**src/rtl/sync_pulse_tracker_if.sv**
```systemverilog
`default_nettype none
// +----------------------------------------------------------------------------+
// | Module   : sync_pulse_tracker_if                                           |
// | Purpose  : Signal bundle between a sync strobe source / status consumer    |
// |            and the sync_pulse_tracker.                                     |
// | Signals  : sync_in   strobe into the tracker                              |
// |            err_clr   1-cycle clear of miss_err / err_cnt                   |
// |            sync_rise 1-cycle strobe per detected rising edge               |
// |            locked    tracker is in LOCKED                                  |
// |            period    last measured rise-to-rise spacing                    |
// |            width     last measured high time                               |
// |            miss_err  sticky fault flag                                     |
// |            err_cnt   saturating fault count                                |
// | Modports : master = strobe source / status reader, slave = tracker         |
// | Revision : 1.0  initial release                                            |
// +----------------------------------------------------------------------------+
interface sync_pulse_tracker_if #(
  parameter int CNT_W = 16
);
  logic             sync_in;
  logic             err_clr;
  logic             sync_rise;
  logic             locked;
  logic [CNT_W-1:0] period;
  logic [CNT_W-1:0] width;
  logic             miss_err;
  logic [7:0]       err_cnt;

  modport master (
    output sync_in,
    output err_clr,
    input  sync_rise,
    input  locked,
    input  period,
    input  width,
    input  miss_err,
    input  err_cnt
  );

  modport slave (
    input  sync_in,
    input  err_clr,
    output sync_rise,
    output locked,
    output period,
    output width,
    output miss_err,
    output err_cnt
  );
endinterface
`default_nettype wire

```
**src/rtl/sync_pulse_tracker.sv**
```systemverilog
`default_nettype none
// +----------------------------------------------------------------------------+
// | Module   : sync_pulse_tracker                                              |
// | Purpose  : Receive-side tracker for a periodic sync strobe. Detects rising |
// |            edges, measures period and high time, declares lock after      |
// |            LOCK_COUNT consecutive in-tolerance periods and flags missing  |
// |            or malformed pulses while locked.                               |
// | Ports    : clk  system clock, everything on posedge                        |
// |            rst  synchronous reset, active-high, highest priority           |
// |            bus  sync_pulse_tracker_if.slave (strobe in, status out)        |
// | Revision : 1.0  initial release                                            |
// +----------------------------------------------------------------------------+
module sync_pulse_tracker #(
  parameter int NOM_PERIOD = 16384,
  parameter int NOM_WIDTH  = 8,
  parameter int TOL        = 4,
  parameter int LOCK_COUNT = 3,
  parameter int CNT_W      = 16
) (
  input  logic                 clk,
  input  logic                 rst,
  sync_pulse_tracker_if.slave  bus
);

  // --------------------------------------------------------------------------
  // Constants. Lower bounds are clamped at zero so a tolerance larger than the
  // nominal value cannot wrap into a huge unsigned threshold.
  // --------------------------------------------------------------------------
  localparam int GOOD_W     = $clog2(LOCK_COUNT + 1);
  localparam int C_PER_LO_I = (NOM_PERIOD > TOL) ? (NOM_PERIOD - TOL) : 0;
  localparam int C_WID_LO_I = (NOM_WIDTH > TOL) ? (NOM_WIDTH - TOL) : 0;

  localparam logic [CNT_W-1:0]  c_per_lo  = CNT_W'(C_PER_LO_I);
  localparam logic [CNT_W-1:0]  c_per_hi  = CNT_W'(NOM_PERIOD + TOL);
  localparam logic [CNT_W-1:0]  c_timeout = CNT_W'(NOM_PERIOD + TOL + 1);
  localparam logic [CNT_W-1:0]  c_wid_lo  = CNT_W'(C_WID_LO_I);
  localparam logic [CNT_W-1:0]  c_wid_hi  = CNT_W'(NOM_WIDTH + TOL);
  localparam logic [GOOD_W-1:0] c_lock    = GOOD_W'(LOCK_COUNT);

  typedef enum logic [1:0] {
    ST_SEARCH  = 2'd0,
    ST_ACQUIRE = 2'd1,
    ST_LOCKED  = 2'd2
  } state_t;

  // --------------------------------------------------------------------------
  // Declarations
  // --------------------------------------------------------------------------
  logic              r_s1;
  logic              r_s2;
  logic              w_rise;
  logic              w_fall;

  logic [CNT_W-1:0]  r_per_cnt;
  logic [CNT_W-1:0]  r_hi_cnt;
  logic [CNT_W-1:0]  r_period;
  logic [CNT_W-1:0]  r_width;

  logic              w_pgood;
  logic              w_wgood;
  logic              w_timeout;

  state_t            r_state;
  state_t            w_state_nxt;
  logic [GOOD_W-1:0] r_good_cnt;
  logic [GOOD_W-1:0] w_good_nxt;
  logic [GOOD_W-1:0] w_good_inc;
  logic              w_fault;

  logic              r_sync_rise;
  logic              r_locked;
  logic              r_miss_err;
  logic [7:0]        r_err_cnt;

  // --------------------------------------------------------------------------
  // Edge detection. sync_in is already synchronous to clk, so s1/s2 form a
  // plain delay line rather than a metastability synchroniser.
  // --------------------------------------------------------------------------
  always_ff @(posedge clk) begin
    if (rst) begin
      r_s1 <= 1'b0;
      r_s2 <= 1'b0;
    end else begin
      r_s1 <= bus.sync_in;
      r_s2 <= r_s1;
    end
  end

  assign w_rise = r_s1 & ~r_s2;
  assign w_fall = ~r_s1 & r_s2;

  // --------------------------------------------------------------------------
  // Period and width measurement.
  // per_cnt stays parked at 0 until the first rise, which is what keeps the
  // timeout from firing before anything has been seen.
  // --------------------------------------------------------------------------
  always_ff @(posedge clk) begin
    if (rst) begin
      r_per_cnt <= '0;
      r_hi_cnt  <= '0;
      r_period  <= '0;
      r_width   <= '0;
    end else begin
      if (w_rise) begin
        r_per_cnt <= CNT_W'(1);
      end else if ((r_per_cnt != '0) && (r_per_cnt != '1)) begin
        r_per_cnt <= r_per_cnt + CNT_W'(1);
      end

      // The first rise out of SEARCH has no valid predecessor to measure from.
      if (w_rise && (r_state != ST_SEARCH)) begin
        r_period <= r_per_cnt;
      end

      if (w_rise) begin
        r_hi_cnt <= CNT_W'(1);
      end else if (r_s1 && (r_hi_cnt != '1)) begin
        r_hi_cnt <= r_hi_cnt + CNT_W'(1);
      end

      if (w_fall) begin
        r_width <= r_hi_cnt;
      end
    end
  end

  assign w_pgood   = (r_per_cnt >= c_per_lo) && (r_per_cnt <= c_per_hi);
  assign w_wgood   = (r_hi_cnt >= c_wid_lo) && (r_hi_cnt <= c_wid_hi);
  // A rise in the same cycle wins: a late rise is judged as a bad period.
  assign w_timeout = (r_per_cnt == c_timeout) && !w_rise && (r_state != ST_SEARCH);

  // --------------------------------------------------------------------------
  // Lock state machine
  // --------------------------------------------------------------------------
  always_ff @(posedge clk) begin
    if (rst) begin
      r_state    <= ST_SEARCH;
      r_good_cnt <= '0;
    end else begin
      r_state    <= w_state_nxt;
      r_good_cnt <= w_good_nxt;
    end
  end

  assign w_good_inc = r_good_cnt + GOOD_W'(1);

  always_comb begin
    w_state_nxt = r_state;
    w_good_nxt  = r_good_cnt;
    w_fault     = 1'b0;

    unique case (r_state)
      ST_SEARCH: begin
        if (w_rise) begin
          w_state_nxt = ST_ACQUIRE;
          w_good_nxt  = '0;
        end
      end

      ST_ACQUIRE: begin
        if (w_rise) begin
          if (w_pgood) begin
            w_good_nxt = w_good_inc;
            if (w_good_inc == c_lock) begin
              w_state_nxt = ST_LOCKED;
            end
          end else begin
            w_good_nxt = '0;
          end
        end else if (w_timeout) begin
          w_state_nxt = ST_SEARCH;
        end
      end

      ST_LOCKED: begin
        if (w_rise) begin
          if (!w_pgood) begin
            w_state_nxt = ST_ACQUIRE;
            w_good_nxt  = '0;
            w_fault     = 1'b1;
          end
        end else if (w_timeout) begin
          w_state_nxt = ST_SEARCH;
          w_fault     = 1'b1;
        end else if (w_fall && !w_wgood) begin
          // Malformed width is reported but does not break lock.
          w_fault = 1'b1;
        end
      end

      default: begin
        w_state_nxt = ST_SEARCH;
        w_good_nxt  = '0;
      end
    endcase
  end

  // --------------------------------------------------------------------------
  // Registered outputs. locked follows the registered state, so it moves one
  // cycle after the edge that changed the state.
  // --------------------------------------------------------------------------
  always_ff @(posedge clk) begin
    if (rst) begin
      r_sync_rise <= 1'b0;
      r_locked    <= 1'b0;
      r_miss_err  <= 1'b0;
      r_err_cnt   <= '0;
    end else begin
      r_sync_rise <= w_rise;
      r_locked    <= (r_state == ST_LOCKED);

      // A fault coinciding with err_clr is kept: the clear only wipes history.
      if (w_fault) begin
        r_miss_err <= 1'b1;
        if (bus.err_clr) begin
          r_err_cnt <= 8'd1;
        end else if (r_err_cnt != 8'hFF) begin
          r_err_cnt <= r_err_cnt + 8'd1;
        end
      end else if (bus.err_clr) begin
        r_miss_err <= 1'b0;
        r_err_cnt  <= '0;
      end
    end
  end

  assign bus.sync_rise = r_sync_rise;
  assign bus.locked    = r_locked;
  assign bus.period    = r_period;
  assign bus.width     = r_width;
  assign bus.miss_err  = r_miss_err;
  assign bus.err_cnt   = r_err_cnt;

endmodule
`default_nettype wire
```
**src/flat_wrapper.sv**
```systemverilog
// flat-port wrapper written by rule: the top's interface ports become plain ports
module sync_pulse_tracker_flat 
#(
  parameter int NOM_PERIOD = 16384,
  parameter int NOM_WIDTH  = 8,
  parameter int TOL        = 4,
  parameter int LOCK_COUNT = 3,
  parameter int CNT_W      = 16
)
  (clk, rst, bus_sync_in, bus_err_clr, bus_sync_rise, bus_locked, bus_period, bus_width, bus_miss_err, bus_err_cnt);
  sync_pulse_tracker_if #(.CNT_W(CNT_W)) bus_i ();
  input  logic clk;
  input  logic rst;
  input wire logic [$bits(bus_i.sync_in)-1:0] bus_sync_in;
  input wire logic [$bits(bus_i.err_clr)-1:0] bus_err_clr;
  output wire logic [$bits(bus_i.sync_rise)-1:0] bus_sync_rise;
  output wire logic [$bits(bus_i.locked)-1:0] bus_locked;
  output wire logic [$bits(bus_i.period)-1:0] bus_period;
  output wire logic [$bits(bus_i.width)-1:0] bus_width;
  output wire logic [$bits(bus_i.miss_err)-1:0] bus_miss_err;
  output wire logic [$bits(bus_i.err_cnt)-1:0] bus_err_cnt;
  assign bus_i.sync_in = bus_sync_in;
  assign bus_i.err_clr = bus_err_clr;
  assign bus_sync_rise = bus_i.sync_rise;
  assign bus_locked = bus_i.locked;
  assign bus_period = bus_i.period;
  assign bus_width = bus_i.width;
  assign bus_miss_err = bus_i.miss_err;
  assign bus_err_cnt = bus_i.err_cnt;
  sync_pulse_tracker #(.NOM_PERIOD(NOM_PERIOD), .NOM_WIDTH(NOM_WIDTH), .TOL(TOL), .LOCK_COUNT(LOCK_COUNT), .CNT_W(CNT_W)) u_core (.clk(clk), .rst(rst), .bus(bus_i));
endmodule
```
**config.mk**
```make
export PLATFORM = sky130hd
export DESIGN_NAME = sync_pulse_tracker_flat
export DESIGN_NICKNAME = d
export VERILOG_FILES = /design/src/rtl/sync_pulse_tracker_if.sv /design/src/rtl/sync_pulse_tracker.sv /design/src/flat_wrapper.sv
export SDC_FILE = /design/constraint.sdc
export NUM_CORES = 1
export LEC_CHECK = 0
export BUFFER_PORTS_ARGS = -buffer_cell sky130_fd_sc_hd__buf_2
export CAP_MARGIN = 20
export CORE_MARGIN = 10
export CORE_UTILIZATION = 60
export DETAILED_ROUTE_END_ITERATION = 16
export GPL_TIMING_DRIVEN = 0
export PLACE_DENSITY = 0.94
export SETUP_SLACK_MARGIN = 0.15
export SYNTH_ARGS = -nofsm -noshare
export SYNTH_HDL_FRONTEND = slang
export SYNTH_SLANG_ARGS = --single-unit
export TNS_END_PERCENT = 10
```
**constraint.sdc**
```tcl
create_clock -name clk -period 4.1 [get_ports clk]
set_input_delay 0.41 -clock clk [delete_from_list [all_inputs] [get_ports clk]]
set_output_delay 0.41 -clock clk [all_outputs]
set_load 0.005 [all_outputs]
```
# Yosys cells after proc, flatten, opt, wreduce, memory -nomap -nowiden
# Cells that the tools add are included.
[op_classes]
addsub = 4
magnitude_cmp = 4
eq_ne = 14
n_mux = 29
bitwise = 4
n_reduce_logical = 21
[ops]
columns = ["op", "count"]
rows = [
  ["$add A16 B1 Y16 const B", 2],
  ["$mux W8", 4],
  ["$ne A16 B16 Y1 const B", 2],
  ["$mux W2", 12],
  ["$eq A16 B15 Y1 const B", 1],
  ["$ge A16 B14 Y1 const B", 1],
  ["$ge A16 B3 Y1 const B", 1],
  ["$le A16 B15 Y1 const B", 1],
  ["$le A16 B4 Y1 const B", 1],
  ["$reduce_bool A16 Y1", 1],
  ["$pmux W2 S3", 2],
  ["$mux W1", 11],
  ["$reduce_bool A2 Y1", 5],
  ["$ne A3 B3 Y1 const B", 3],
  ["$add A8 B1 Y8 const B", 1],
  ["$logic_and A1 B1 Y1", 8],
  ["$ne A8 B8 Y1 const B", 1],
  ["$reduce_and A4 Y1", 2],
  ["$ne A2 B1 Y1 const B", 3],
  ["$eq A2 B2 Y1 const B", 2],
  ["$add A2 B1 Y2 const B", 1],
  ["$and A1 B1 Y1", 2],
  ["$eq A2 B1 Y1 const B", 1],
  ["$logic_not A1 Y1", 2],
  ["other kinds (5)", 6],
]
[totals]
reg_bits = 81
input_bits = 4
output_inout_bits = 43
word_cells = 90

# Longest topological paths before layout
# Gate-level depths: netlist of run 1.
[depth]
ltp_word = 10
mapped_depth = 8
mapped_depth_nobuf = 7

# Worst setup path before layout of run 1
# Ideal clock, no wire load.
[synth_path]
path_type = "reg-to-reg"
from = "register u_core.r_per_cnt[3]"
to = "register u_core.r_err_cnt[6], in the netlist u_core.bus.err_cnt[6]"
setup_time_ns = 0.116
arrival_ns = 2.030
path_slack_ns = 1.954
stages_incl_launch_ff = 7
path_buffers = 0
synth_period_minus_slack_ns = 2.146
path_cell_list = "dfxtp_1 > nor4_1 > nand3_1 > or3_4 > a31o_4 > or4b_1 > o211a_1"
[synth_between]
elab_chain_cells = 8
elab_cells_between_ends = 13
cone_classes = "order compare (2); eq/ne (1); mux (5); reduce/logical (5)"
[synth_lines]
columns = ["element", "line", "rtl"]
rows = [
  ["start: declaration", "sync_pulse_tracker.sv:54", "logic [CNT_W-1:0] r_per_cnt;"],
  ["start signal: assignment", "sync_pulse_tracker.sv:107", "r_per_cnt <= r_per_cnt + CNT_W'(1);"],
  ["parallel branches: the longest is 4 deep, another holds $ge A16 B14 Y1", "n/a", ""],
  ["$mux W1 (*)", "sync_pulse_tracker.sv:176", "if (w_rise) begin"],
  ["$mux W1 (*)", "sync_pulse_tracker.sv:152", "unique case (r_state)"],
  ["$reduce_bool A2 Y1 (no source line)", "n/a", ""],
  ["$reduce_and A2 Y1 (no source line)", "n/a", ""],
  ["end signal: assignment", "sync_pulse_tracker.sv:218", "r_err_cnt <= r_err_cnt + 8'd1;"],
  ["end: declaration", "sync_pulse_tracker.sv:73", "logic [7:0] r_err_cnt;"],
]
# Every way passes the cells marked *.
# A chain may end at the register's enable or synchronous reset.

# Worst setup path in the final report of run 1
[layout_path]
from = "register u_core.r_per_cnt[2]"
to = "register u_core.r_per_cnt[14]"
[layout_between]
elab_chain_cells = 2
elab_cells_between_ends = 4
cone_classes = "add/sub (1); eq/ne (1); reduce/logical (2)"
[layout_lines]
columns = ["element"]
rows = [
  ["parallel branches: the longest is 2 deep, another holds $add A16 B1 Y16"],
]
# Several ways; the timed one is not identified.

==> results of run 1 <==
[logic make-up (layout without fill, tap and decap cells)]
| family | count (synthesis) | after routing | synth area share |
|---|---|---|---|
| AO/OA/AOI/OAI | 77 | 77 | 0.131 |
| XOR/XNOR | 27 | 27 | 0.0671 |
| adder cells (fa/ha/maj) | 7 | 7 | 0.0249 |
| buffers and inverters | 33 | 95 | 0.0352 |
| flip-flops | 81 | 81 | 0.460 |
| AND/OR/NAND/NOR | 212 | 212 | 0.281 |
[metrics by stage]
stage          cells  cell area [um^2]  worst slack (ps)  hold WS (ps)
2_1_floorplan    437              3520              1950           453
6_report         571              4050              1530           292
5_1_grt          571              4050              1320           286
4_1_cts          571              4050              1590           287
3_5_place_dp     555              3840              1690           443
3_3_place_gp     555              3840              1770           440
[power groups by stage]
stage	clock, mW	combinational, mW	sequential [mW]
final	0.603	0.127	0.813
after CTS	0.603	0.125	0.812
after global routing	0.638	0.139	0.814
after global placement	0	0.112	0.829
after detailed placement	0	0.117	0.830
after floorplan	0	0.0877	0.826
[per-layer routing]
layer,part of all wire,GRT usage,vias to the layer above
met5,0,0,-
met4,0.026,0.0947,0
met3,0.072,0.0383,22
met2,0.48,0.280,159
met1,0.42,0.216,1564
li1,-,-,1605
[state kept, by name, summed over array words and instances (netlist names)]
signal,cells
u_core.bus.period,16
u_core.bus.width,16
u_core.r_hi_cnt,16
u_core.r_per_cnt,16
u_core.bus.err_cnt,8
u_core.r_good_cnt,2
u_core.r_state,2
u_core.bus.locked,1
u_core.bus.miss_err,1
u_core.bus.sync_rise,1
u_core.r_s1,1
u_core.r_s2,1
[final timing paths]
kind	startpoint	to	slack [ps]
hold / removal	bus_sync_in	u_core.r_s1$_SDFF_PP0_	290
setup reg to reg	u_core.r_per_cnt[2]$_SDFFE_PP0P_	u_core.r_per_cnt[14]$_SDFFE_PP0P_	1530
setup / recovery	u_core.r_per_cnt[2]$_SDFFE_PP0P_	u_core.r_per_cnt[14]$_SDFFE_PP0P_	1530
hold reg to reg	u_core.bus.period[5]$_SDFFE_PP0P_	u_core.bus.period[5]$_SDFFE_PP0P_	450
[cells in the mapped netlist (all sizes together) (7+ instances only)]
library cell | instances | share of area
nand3 | 12 | 0.017
xnor2 | 15 | 0.037
nor4 | 9 | 0.016
nor2 | 43 | 0.046
nor3 | 12 | 0.017
xor2 | 12 | 0.030
inv | 11 | 0.012
dfxtp | 81 | 0.46
a21oi | 44 | 0.062
clkbuf | 20 | 0.021
nand2 | 93 | 0.099
o21ai | 9 | 0.013
ha | 7 | 0.025
nand4 | 10 | 0.018
[layout make-up]
| type | instances | area, um^2 | area share |
|---|---|---|---|
| timing repair buffer | 46 | 230 | 0.0568 |
| tap | 72 | 90.1 | 0.0222 |
| inverter | 11 | 41.3 | 0.0102 |
| multi-input combinational | 323 | 1780 | 0.439 |
| sequential | 81 | 1620 | 0.400 |
| clock buffer | 14 | 173 | 0.0426 |
| clock inverter | 2 | 35.0 | 0.00865 |
| buffer | 22 | 82.6 | 0.0204 |
==> run summary, run 1 <==
run status = completed
Async SR Flop Fraction = 0
clk_skew = 6.16 ps
period utilization = 0.628
initial DRC count = 249
Flop pwr share = 0.527
Synth Register Bits = 81
Area growth syn-to-layout = 15.0%
CTS HTree Levels = 3
global route overflow = 0
# diodes = 0
Register-to-Register Path Depth = 7
syn avg cell area = 8.06 um^2
crit-path max cell delay = 730 ps
num ports = 47
row cnt = 27
Initial Util = 0.628
most common cell after layout, fill and taps aside = nand2_1
Cell Area, Synth = 0.00352 mm^2
Tmin final = 2570 ps
CTS Sinks = 81
CP Cell Sequence = and4_1 -> clkbuf_1 -> nand3_1 -> o22ai_1 -> nor3_1 -> xnor2_1 -> nor2_1
final WL = 8.68 mm
crit-path leading delay family = simple AND/OR/NAND/NOR gates
hold crit path type = in -> reg
PostCTS Resize Cnt = 0
setup TNS = 0 ps
cts hold-fix bufs = 0
Max clock buf depth = 2
Psw = 0.377 mW
critical path's slowest cell = o22ai_1
number of global-route vias before repair = 3094
clock share of power = 0.391
DIE AREA = 0.00934 mm^2
Fill cells = 401
worst ir drop on vdd = 0.273 mV
gp weighted congestion = 0.892
Yosys warnings = 0
Post-synth EDFFs = 0
Leak = 1.47 nW
Buf/Inv on CP = 1
final setup violation count = 0
CP required = 4320 ps
largest fanout on the critical path = 10
DRT Pass-1 Iters = 6
Pwr per Cell Area = 381 mW/mm^2
Slew Viols, Final = 0
total CTS buffers = 9
commonest cells after routing, fill and taps aside = nand2_1 (93), dfxtp_1 (81), buf_2 (46), a21oi_1 (44), nor2_1 (43)
Clk pin slew, worst setup/hold paths = 80 ps
die height = 96.6 um
logic gate share of total power = 0.082
layout cells sized above 1 = 0.126
largest net degree at the start of global routing = 13
register area share after synthesis = 0.460
port buffer count = 46
Internal Dissipation = 1.17 mW
Final nets = 505
Fmax = 388 MHz
Cells after Synth = 437
GRT Util Overall = 0.176
first-pass GRT wire length = 14.4 mm
sw frac = 0.244
core area = 0.00561 mm^2
Max-Cap Viols = 0
root buffer cell = clkbuf_8
Data arrival, critical path = 2790 ps
initial antenna violation count = 0
Die W = 96.6 um
DRC Markers = 0
vias per cell = 5.87
Post-DP HPWL = 6.07 mm
final antenna-violating net count = 0
Synth Net Count = 448
DR WL/cell = 15.2 um
crit path kind = reg -> reg
Critical Path Start Type = register
unrepaired setup endpoints after global routing = false
Fin. Hold Viols = 0
CP endpoint kind = register
final total power = 1.54 mW
setup bufs post-CTS = 0
ys flop type = dfxtp_1
Slew headroom = 0.440
routed vias = 3350
Final Core Density = 0.722
Unique masters post-synth = 45
Clk Latency, worst-skew pair = 350 ps
instance count on the critical path = 7
Slew @ Worst Pin = 840 ps
Hold Path Stages = 2
CTS tree = built
No activity file was read; power rests on OpenSTA's default activity.
==> run 2, diff against run 1 <==
- CORE_UTILIZATION: 60 -> 51
- PLACE_DENSITY: 0.94 -> 0.86
- clock period: 4.1 -> 2.3 ns (I/O delays scaled with it)
==> run summary, run 2 (synthesis results as in run 1) <==
clk_skew = 6.65 ps
Clk pin slew, worst setup/hold paths = 80 ps
DIE AREA = 0.0106 mm^2
critical path's slowest cell = or4b_1
row cnt = 30
Die W = 103 um
Slew headroom = 0.453
final WL = 8.27 mm
unrepaired setup endpoints after global routing = true
reg2reg setup slack = 120 ps
Fin. Hold Viols = 0
commonest cells after routing, fill and taps aside = nand2_1 (93), dfxtp_1 (77), buf_2 (47), a21oi_1 (44), nor2_1 (43)
# diodes = 0
vias per cell = 5.54
CTS Sinks = 81
CTS HTree Levels = 3
root buffer cell = clkbuf_8
Hold Path Stages = 2
hold path endpoint = u_core.r_s1$_SDFF_PP0_
global route overflow = 0
hold wc startpoint = bus_sync_in
placed cell area = 0.00385 mm^2
GRT Util Overall = 0.157
DR WL/cell = 14.3 um
Slew @ Worst Pin = 817 ps
Pwr per Cell Area = 644 mW/mm^2
gp weighted congestion = 0.913
FF-to-FF End = u_core.bus.err_cnt[6]$_SDFFE_PP0P_
Initial Util = 0.521
most common cell after layout, fill and taps aside = nand2_1
total CTS buffers = 9
Max clock buf depth = 2
initial DRC count = 216
Post-Layout Inst Area = 0.00413 mm^2
num ports = 47
Clk Latency, worst-skew pair = 350 ps
Slew Viols, Final = 0
CP endpoint kind = register
Post-DP HPWL = 5.93 mm
CP Cell Sequence = nor4_2 -> nand3_2 -> or3_4 -> a31o_4 -> or4b_1 -> o211a_1
Final nets = 508
hold crit path type = in -> reg
Final Core Density = 0.611
crit path kind = reg -> reg
dpl ws = -37.0 ps
die height = 103 um
CTS tree = built
Leak = 1.50 nW
Register-to-Register Path Depth = 6
final antenna-violating net count = 0
Max-Cap Viols = 0
Finished Layout Cells = 580
layout cells sized above 1 = 0.156
Critical Path Start Type = register
placed cells = 563
period utilization = 0.949
DRT Pass-1 Iters = 5
number of global-route vias before repair = 2980
routed vias = 3214
Fmax = 458 MHz
initial antenna violation count = 0
final setup violation count = 0
crit-path max cell delay = 460 ps
run status = completed
Data arrival, critical path = 2430 ps
core area = 0.00676 mm^2
Tmin final = 2180 ps
largest fanout on the critical path = 8
DRC Markers = 0
FF-to-FF Start = u_core.r_per_cnt[13]$_SDFFE_PP0P_
port buffer count = 46
Area growth syn-to-layout = 17.2%
setup ws final = 118 ps
CP required = 2540 ps
largest net degree at the start of global routing = 13
worst ir drop on vdd = 0.377 mV
first-pass GRT wire length = 13.4 mm
==> run 2: timing repair <==
action                                  4_1_cts  5_1_grt
endpoints found under the setup margin       18       31
pin swaps                                     1        9
gates resized for setup                       3       17
cloned                                        0        0
endpoints found under the hold margin         0        0
hold buffers                                  0        0
setup buffers                                 0        3
==> run 2: how the worst max path moves through the flow <==
| stage | startpoint | slack, ps | endpoint |
|---|---|---|---|
| 5_1_grt | u_core.r_per_cnt[12]$_SDFFE_PP0P_ | 30 | u_core.bus.err_cnt[6]$_SDFFE_PP0P_ |
| 3_5_place_dp | u_core.r_per_cnt[3]$_SDFFE_PP0P_ | -40 | u_core.bus.err_cnt[7]$_SDFFE_PP0P_ |
| 6_report | u_core.r_per_cnt[13]$_SDFFE_PP0P_ | 120 | u_core.bus.err_cnt[6]$_SDFFE_PP0P_ |
| 3_3_place_gp | u_core.r_per_cnt[3]$_SDFFE_PP0P_ | -20 | u_core.bus.err_cnt[6]$_SDFFE_PP0P_ |
| 4_1_cts | u_core.r_per_cnt[3]$_SDFFE_PP0P_ | -30 | u_core.bus.err_cnt[7]$_SDFFE_PP0P_ |
| 2_1_floorplan | u_core.r_per_cnt[3]$_SDFFE_PP0P_ | 150 | u_core.bus.err_cnt[6]$_SDFFE_PP0P_ |
==> run 2: metrics by stage <==
step	power [mW]	setup TNS (ps)	hold slack, ps
floorplan	1.63	0	358
global placement	1.68	-23.4	441
detailed placement	1.69	-93.7	445
CTS	2.66	-41.7	118
global route	2.77	0	150
finish	2.66	0	123
==> run 2: metal layers <==
metal,global-route usage,share of wire
met3,0.0436,0.063
met2,0.255,0.47
met4,0.0738,0.021
met1,0.187,0.45
met5,0,0
==> run 2: cell type report <==
| type | instances | area (um^2) |
|---|---|---|
| Timing Repair Buffer | 49 | 253 |
| Clock buffer | 11 | 141 |
| Sequential cell | 81 | 1630 |
| Multi-Input combinational cell | 323 | 1840 |
| Buffer | 22 | 83.8 |
| Tap cell | 80 | 100 |
| Fill cell | 580 | 2630 |
| Clock inverter | 3 | 42.5 |
| Inverter | 11 | 41.3 |
==> run 2: critical path, delay by kind of cell (launching register included) <==
kind	cells	cell delay (ps)
AND/OR/NAND/NOR	4	1310
AO/OA/AOI/OAI	2	410
flip-flops	1	360
==> run 2: power breakdown <==
part | leakage [nW] | internal, mW | total, mW | switching, mW
Clock | 0.0913 | 0.518 | 0.987 | 0.469
Sequential | 0.656 | 1.42 | 1.45 | 0.0276
Combinational | 0.750 | 0.0753 | 0.227 | 0.152
Total | 1.50 | 2.01 | 2.66 | 0.648
